==> config.mk <==
export PLATFORM = sky130hd
export DESIGN_NAME = serial_frame_serializer
export DESIGN_NICKNAME = d
export VERILOG_FILES = /design/src/rtl/serializer_pkg.sv /design/src/rtl/ser_hold_reg.sv /design/src/rtl/serial_frame_serializer.sv
export SDC_FILE = /design/constraint.sdc
export NUM_CORES = 1
export LEC_CHECK = 0
export CAP_MARGIN = 20
export CORE_AREA = 2 2 45 63
export CTS_BUF_LIST = sky130_fd_sc_hd__clkbuf_4 sky130_fd_sc_hd__clkbuf_8
export CTS_CLUSTER_SIZE = 40
export DETAILED_ROUTE_END_ITERATION = 7
export DIE_AREA = 0 0 47 65
export PLACE_DENSITY = 0.77
export REMOVE_ABC_BUFFERS = 1
export SKIP_CTS_REPAIR_TIMING = 1
export SYNTH_ARGS = -nofsm -noshare
export SYNTH_HDL_FRONTEND = slang
export SYNTH_HIERARCHICAL = 1
export SYNTH_SLANG_ARGS = --single-unit
==> constraint.sdc <==
create_clock -name clk -period 1.9 [get_ports clk]
set_clock_uncertainty 0.2 [all_clocks]
set_input_delay 0.38 -clock clk [delete_from_list [all_inputs] [get_ports clk]]
set_output_delay 0.38 -clock clk [all_outputs]
set_load 0.05 [all_outputs]
==> src/rtl/serializer_pkg.sv <==
// Shared types and helpers for the serial frame serializer.
// Optional feature macro: SERIALIZER_PARITY_EN (adds the PARITY state).
package serializer_pkg;

  // Serial line level while no frame bit is being driven.
  localparam logic SER_IDLE_LEVEL = 1'b0;

`ifdef SERIALIZER_PARITY_EN
  typedef enum logic [1:0] {
    IDLE   = 2'd0,
    SHIFT  = 2'd1,
    PARITY = 2'd2
  } ser_state_t;
`else
  typedef enum logic {
    IDLE  = 1'b0,
    SHIFT = 1'b1
  } ser_state_t;
`endif

  // Bit-counter width: must hold WIDTH-1 (at least one bit).
  function automatic int unsigned ser_cnt_w(input int unsigned width);
    return (width < 2) ? 1 : $clog2(width);
  endfunction

endpackage

==> src/rtl/ser_hold_reg.sv <==
// One-entry holding buffer for the serializer.
// Ports:
//   clk, reset   - clock, async active-low reset (buffer empties)
//   load         - write load_word into the buffer (marks it full)
//   load_word    - word to store
//   drain        - buffer contents consumed this cycle (marks it empty)
//   full         - buffer holds a word
//   word         - stored word
// A simultaneous load and drain leaves the buffer full with the new word.
module ser_hold_reg #(
  parameter int unsigned WIDTH = 8
) (
  input  logic             clk,
  input  logic             reset,
  input  logic             load,
  input  logic [WIDTH-1:0] load_word,
  input  logic             drain,
  output logic             full,
  output logic [WIDTH-1:0] word
);

  always_ff @(posedge clk or negedge reset) begin
    if (!reset) begin
      full <= 1'b0;
      word <= '0;
    end else begin
      if (load) begin
        full <= 1'b1;
        word <= load_word;
      end else if (drain) begin
        full <= 1'b0;
      end
    end
  end

endmodule

==> src/rtl/serial_frame_serializer.sv <==
// Parallel-to-serial frame serializer, MSB first, one bit per clock.
// Optional feature macro: SERIALIZER_PARITY_EN appends an even-parity bit.
// Ports:
//   clk, reset      - clock, async active-low reset
//   din, din_valid  - parallel word and its valid
//   din_ready       - holding buffer empty (combinational)
//   x, x_valid      - registered serial bit and qualifier
//   frame_done      - pulse during the final bit of each frame
//   busy            - shifter active or holding buffer full
module serial_frame_serializer
  import serializer_pkg::*;
#(
  parameter int unsigned WIDTH      = 8,
  parameter logic        IDLE_LEVEL = SER_IDLE_LEVEL
) (
  input  logic             clk,
  input  logic             reset,
  input  logic [WIDTH-1:0] din,
  input  logic             din_valid,
  output logic             din_ready,
  output logic             x,
  output logic             x_valid,
  output logic             frame_done,
  output logic             busy
);

  localparam int unsigned SER_CNT_W = ser_cnt_w(WIDTH);

  ser_state_t           state_q, state_d;
  logic [WIDTH-1:0]     sh_q, sh_d;
  logic [SER_CNT_W-1:0] cnt_q, cnt_d;
  logic                 x_d, x_valid_d, frame_done_d, busy_d;

  logic                 hold_full, hold_full_d;
  logic [WIDTH-1:0]     hold_word;
  logic                 hold_load, hold_drain;

  logic                 accept_c;
  logic                 end_c;
  logic                 load_en;
  logic [WIDTH-1:0]     load_word;

`ifdef SERIALIZER_PARITY_EN
  logic                 par_q, par_d;
`endif

  assign din_ready = !hold_full;
  assign accept_c  = din_valid && din_ready;

  ser_hold_reg #(
    .WIDTH(WIDTH)
  ) u_hold (
    .clk       (clk),
    .reset     (reset),
    .load      (hold_load),
    .load_word (din),
    .drain     (hold_drain),
    .full      (hold_full),
    .word      (hold_word)
  );

  // Next-state, shifter and output logic.
  always_comb begin
    state_d      = state_q;
    sh_d         = sh_q;
    cnt_d        = cnt_q;
    x_d          = x;
    x_valid_d    = x_valid;
    frame_done_d = 1'b0;
    hold_load    = 1'b0;
    hold_drain   = 1'b0;
    load_en      = 1'b0;
    load_word    = din;
    end_c        = 1'b0;
`ifdef SERIALIZER_PARITY_EN
    par_d        = par_q;
`endif

    case (state_q)
      IDLE: begin
        if (accept_c) begin
          load_en = 1'b1;
        end
      end
      SHIFT: begin
        if (cnt_q == '0) begin
`ifdef SERIALIZER_PARITY_EN
          state_d      = PARITY;
          x_d          = par_q;
          frame_done_d = 1'b1;
          hold_load    = accept_c;
`else
          end_c = 1'b1;
`endif
        end else begin
          x_d       = sh_q[WIDTH-1];
          sh_d      = sh_q << 1;
          cnt_d     = cnt_q - SER_CNT_W'(1);
`ifndef SERIALIZER_PARITY_EN
          frame_done_d = (cnt_q == SER_CNT_W'(1));
`endif
          hold_load = accept_c;
        end
      end
`ifdef SERIALIZER_PARITY_EN
      PARITY: begin
        end_c = 1'b1;
      end
`endif
      default: begin
        state_d = IDLE;
      end
    endcase

    // End of frame: buffered word first, then a same-cycle transfer, else idle.
    if (end_c) begin
      if (hold_full) begin
        load_en    = 1'b1;
        load_word  = hold_word;
        hold_drain = 1'b1;
      end else if (accept_c) begin
        load_en = 1'b1;
      end else begin
        state_d   = IDLE;
        x_d       = IDLE_LEVEL;
        x_valid_d = 1'b0;
      end
    end

    // Shifter load: MSB goes straight onto the line, rest waits in sh.
    if (load_en) begin
      state_d   = SHIFT;
      x_d       = load_word[WIDTH-1];
      x_valid_d = 1'b1;
      sh_d      = {load_word[WIDTH-2:0], 1'b0};
      cnt_d     = SER_CNT_W'(WIDTH - 1);
`ifdef SERIALIZER_PARITY_EN
      par_d     = ^load_word;
`endif
    end

    hold_full_d = (hold_full && !hold_drain) || hold_load;
    busy_d      = (state_d != IDLE) || hold_full_d;
  end

  always_ff @(posedge clk or negedge reset) begin
    if (!reset) begin
      state_q    <= IDLE;
      sh_q       <= '0;
      cnt_q      <= '0;
      x          <= IDLE_LEVEL;
      x_valid    <= 1'b0;
      frame_done <= 1'b0;
      busy       <= 1'b0;
    end else begin
      state_q    <= state_d;
      sh_q       <= sh_d;
      cnt_q      <= cnt_d;
      x          <= x_d;
      x_valid    <= x_valid_d;
      frame_done <= frame_done_d;
      busy       <= busy_d;
    end
  end

`ifdef SERIALIZER_PARITY_EN
  // Parity of the word currently in the shifter.
  always_ff @(posedge clk or negedge reset) begin
    if (!reset) begin
      par_q <= 1'b0;
    end else begin
      par_q <= par_d;
    end
  end
`endif

endmodule
==> flow_metrics.tcl <==
set metrics [dict create \
    ios 16 \
    worstSetupStartpoint "cnt_q[0]" \
    synth_edf_count 0 \
    cts-buffers-inserted 3 \
    largestRegisters "u_hold/word (8), sh_q (7), cnt_q (3)" \
    cts_sinks 24 \
    antenna_found_initial 0 \
    syn_inst 111 \
    setup_ws_ns 0.1134 \
    first_pass_iters 2 \
    arrival_ns 1.80 \
    max_flop_register "u_hold/word" \
    route.detailed.drc 0 \
    cts_tree "built" \
    n_fill_cell 220 \
    dp.cells 169 \
    setup_violations 0 \
    finalCritPeriodShare_pct 94.03 \
    path_max_fanout 9 \
    status "completed" \
    stdcell_count 173 \
    period_minus_slack_ns 1.787 \
    grtUsageTotal_pct 18.34 \
    reg2reg_from "cnt_q[0]" \
    ant_nets 0 \
    start_util_pct 47.92 \
    ys_ff_latch 24 \
    dp_hpwl_mm 1.695 \
    placed_cell_area_um2 1479 \
    antenna_cells 0 \
    cp-end-kind "flip-flop" \
    worstMarginPinSlew_ns 0.3482 \
    grt_pass1_wl_mm 3.946 \
    ctsLongestPathBuffers 2 \
    slew_headroom_pct 76.78 \
    regToRegEndpoint "u_hold/word[5]" \
    syn2layout_area_growth_pct 26.19 \
    p_per_area_nw_per_um2 1525 \
    core_um2 2532 \
    r2r.worst_path.cells 7 \
    clock_latency_ns 0.31 \
    largest_reg_flops 8 \
    nNetsFinal 152 \
    rsz0062_at_grt "no" \
    crit_type "reg -> reg" \
    viasPerCell 5.029 \
    dieArea_um2 3055 \
    timing.final.hold_violations 0 \
    peakVddDrop_mv 0.9186 \
    vias 870 \
    p_leak_nw 0.7090 \
    clock-root-buffer "clkbuf_4" \
    hold_path.class "in -> async" \
    grt_pass1_vias 893 \
    wl_mm 2.288 \
    ys_warn_count 6 \
    startpoint_type "flip-flop" \
    die_h_um 65 \
    syn_avg_cell_area_um2 10.93 \
    portBuffers 15 \
    drv_cap 0 \
    slew_violations 0 \
    gp_congestion 0.7970 \
    crit_required_ns 1.91 \
    wl_per_cell_um 13.23 \
    drtIter0Drc 7 \
    die_x_um 47 \
    seq_area_frac_synth_pct 49.48 \
    fmax_ghz 0.5597 \
    clk_pin_slew_worst_paths_ns 0.13 \
    rows 22 \
    synth_cell_types 29 \
    grt.overflow.total 0 \
    syn-cell-area_um2 1214 \
    async_flop_share_pct 100.0 \
    dpl_worst_slack_ns -0.05886 \
    r2r_setup_slack_ns 0.11 \
    ys.flop_type "dfrtp_1" \
    htreeDepth 1 \
    drive_above_1_share_pct 31.39 \
    grt_max_degree 25 \
    fin_area_um2 1531 \
    utilization_pct 60.47 \
]
[metrics by stage]
stage	hold WS (ns)	setup TNS, ns	total power (W)
2_1_floorplan	-0.1156	-2.576	0.001615
6_report	0.2052	0	0.002336
3_5_place_dp	0.2813	-0.4625	0.002053
3_3_place_gp	0.2627	-0.1908	0.002001
5_1_grt	0.2302	0	0.002509
4_1_cts	0.2082	0	0.002324
[worst max-delay path, stage by stage, from the launching register on]
cell and delay, ns:
dfrtp_1 0.39, inv_2 0.06, ha_4 0.17, nand2b_2 0.13, nand2_1 0.09, nor2_1 0.14, buf_6 0.19, mux2_4 0.32
[cells in the mapped netlist, types with 2 or more instances]
cell type	instances	area share, %
and3_2	6	3.7
nor2_1	3	0.93
ha_1	3	3.1
dfrtp_1	24	49
mux2_4	8	9.9
nand2_1	24	7.4
inv_1	6	1.9
a31oi_1	2	1.0
mux2i_1	2	1.6
o21ai_0	7	2.9
buf_6	2	1.9
buf_4	2	1.2
o21ai_1	6	2.5
[routing by layer]
metal  vias up  global-route usage (%)  wire [um]
met5         -                       0          0
met4         0                   11.46         84
met3         6                   2.507         57
met2        20                   28.94       1175
met1       417                   22.48        970
li1        427                       -          -
[where the power goes]
| part | switching [W] | internal (W) | leakage (nW) |
|---|---|---|---|
| Combinational | 0.000562 | 0.000613 | 0.406 |
| Sequential | 0.000151 | 0.000740 | 0.282 |
| Clock | 0.000153 | 0.000117 | 0.0210 |
| Total | 0.000866 | 0.00147 | 0.709 |
[layout by cell type (no fill, tap or decap), types with 2 or more instances in the layout]
master	n
mux2i_1	2
mux2_4	8
nand2_1	24
buf_12	3
inv_2	2
o21ai_1	6
clkdlybuf4s50_1	10
o21ai_0	7
a31oi_1	2
dfrtp_1	24
buf_4	12
and3_2	6
clkbuf_4	3
inv_1	5
ha_1	2
nor2_1	3
[how the worst max path moves through the flow]
stage | end | depth (start not counted) | slack, ns
finish | u_hold/word[5] | 7 | 0.11
global route | u_hold/word[5] | 7 | 0.01
CTS | u_hold/word[5] | 7 | 0.001
detailed placement | u_hold/word[5] | 5 | -0.06
global placement | u_hold/word[5] | 5 | -0.03
floorplan | u_hold/word[0] | 6 | -0.31
[layout make-up]
class / count / area [um^2] / area share, %
tap: 36 / 45.04 / 2.941
inverter: 8 / 32.53 / 2.124
clock buffer: 4 / 36.28 / 2.369
sequential: 24 / 600.6 / 39.22
timing repair buffer: 26 / 261.5 / 17.08
multi-input combinational: 75 / 555.5 / 36.27
[logic make-up after synthesis]
group | count (synthesis) | synth area share, %
flops | 24 | 49.48
buf+inv | 12 | 5.773
simple gates | 39 | 17.11
compound gates | 22 | 12.06
mux | 11 | 12.47
fa+ha+maj | 3 | 3.093
(Power assumes the default switching activity.)
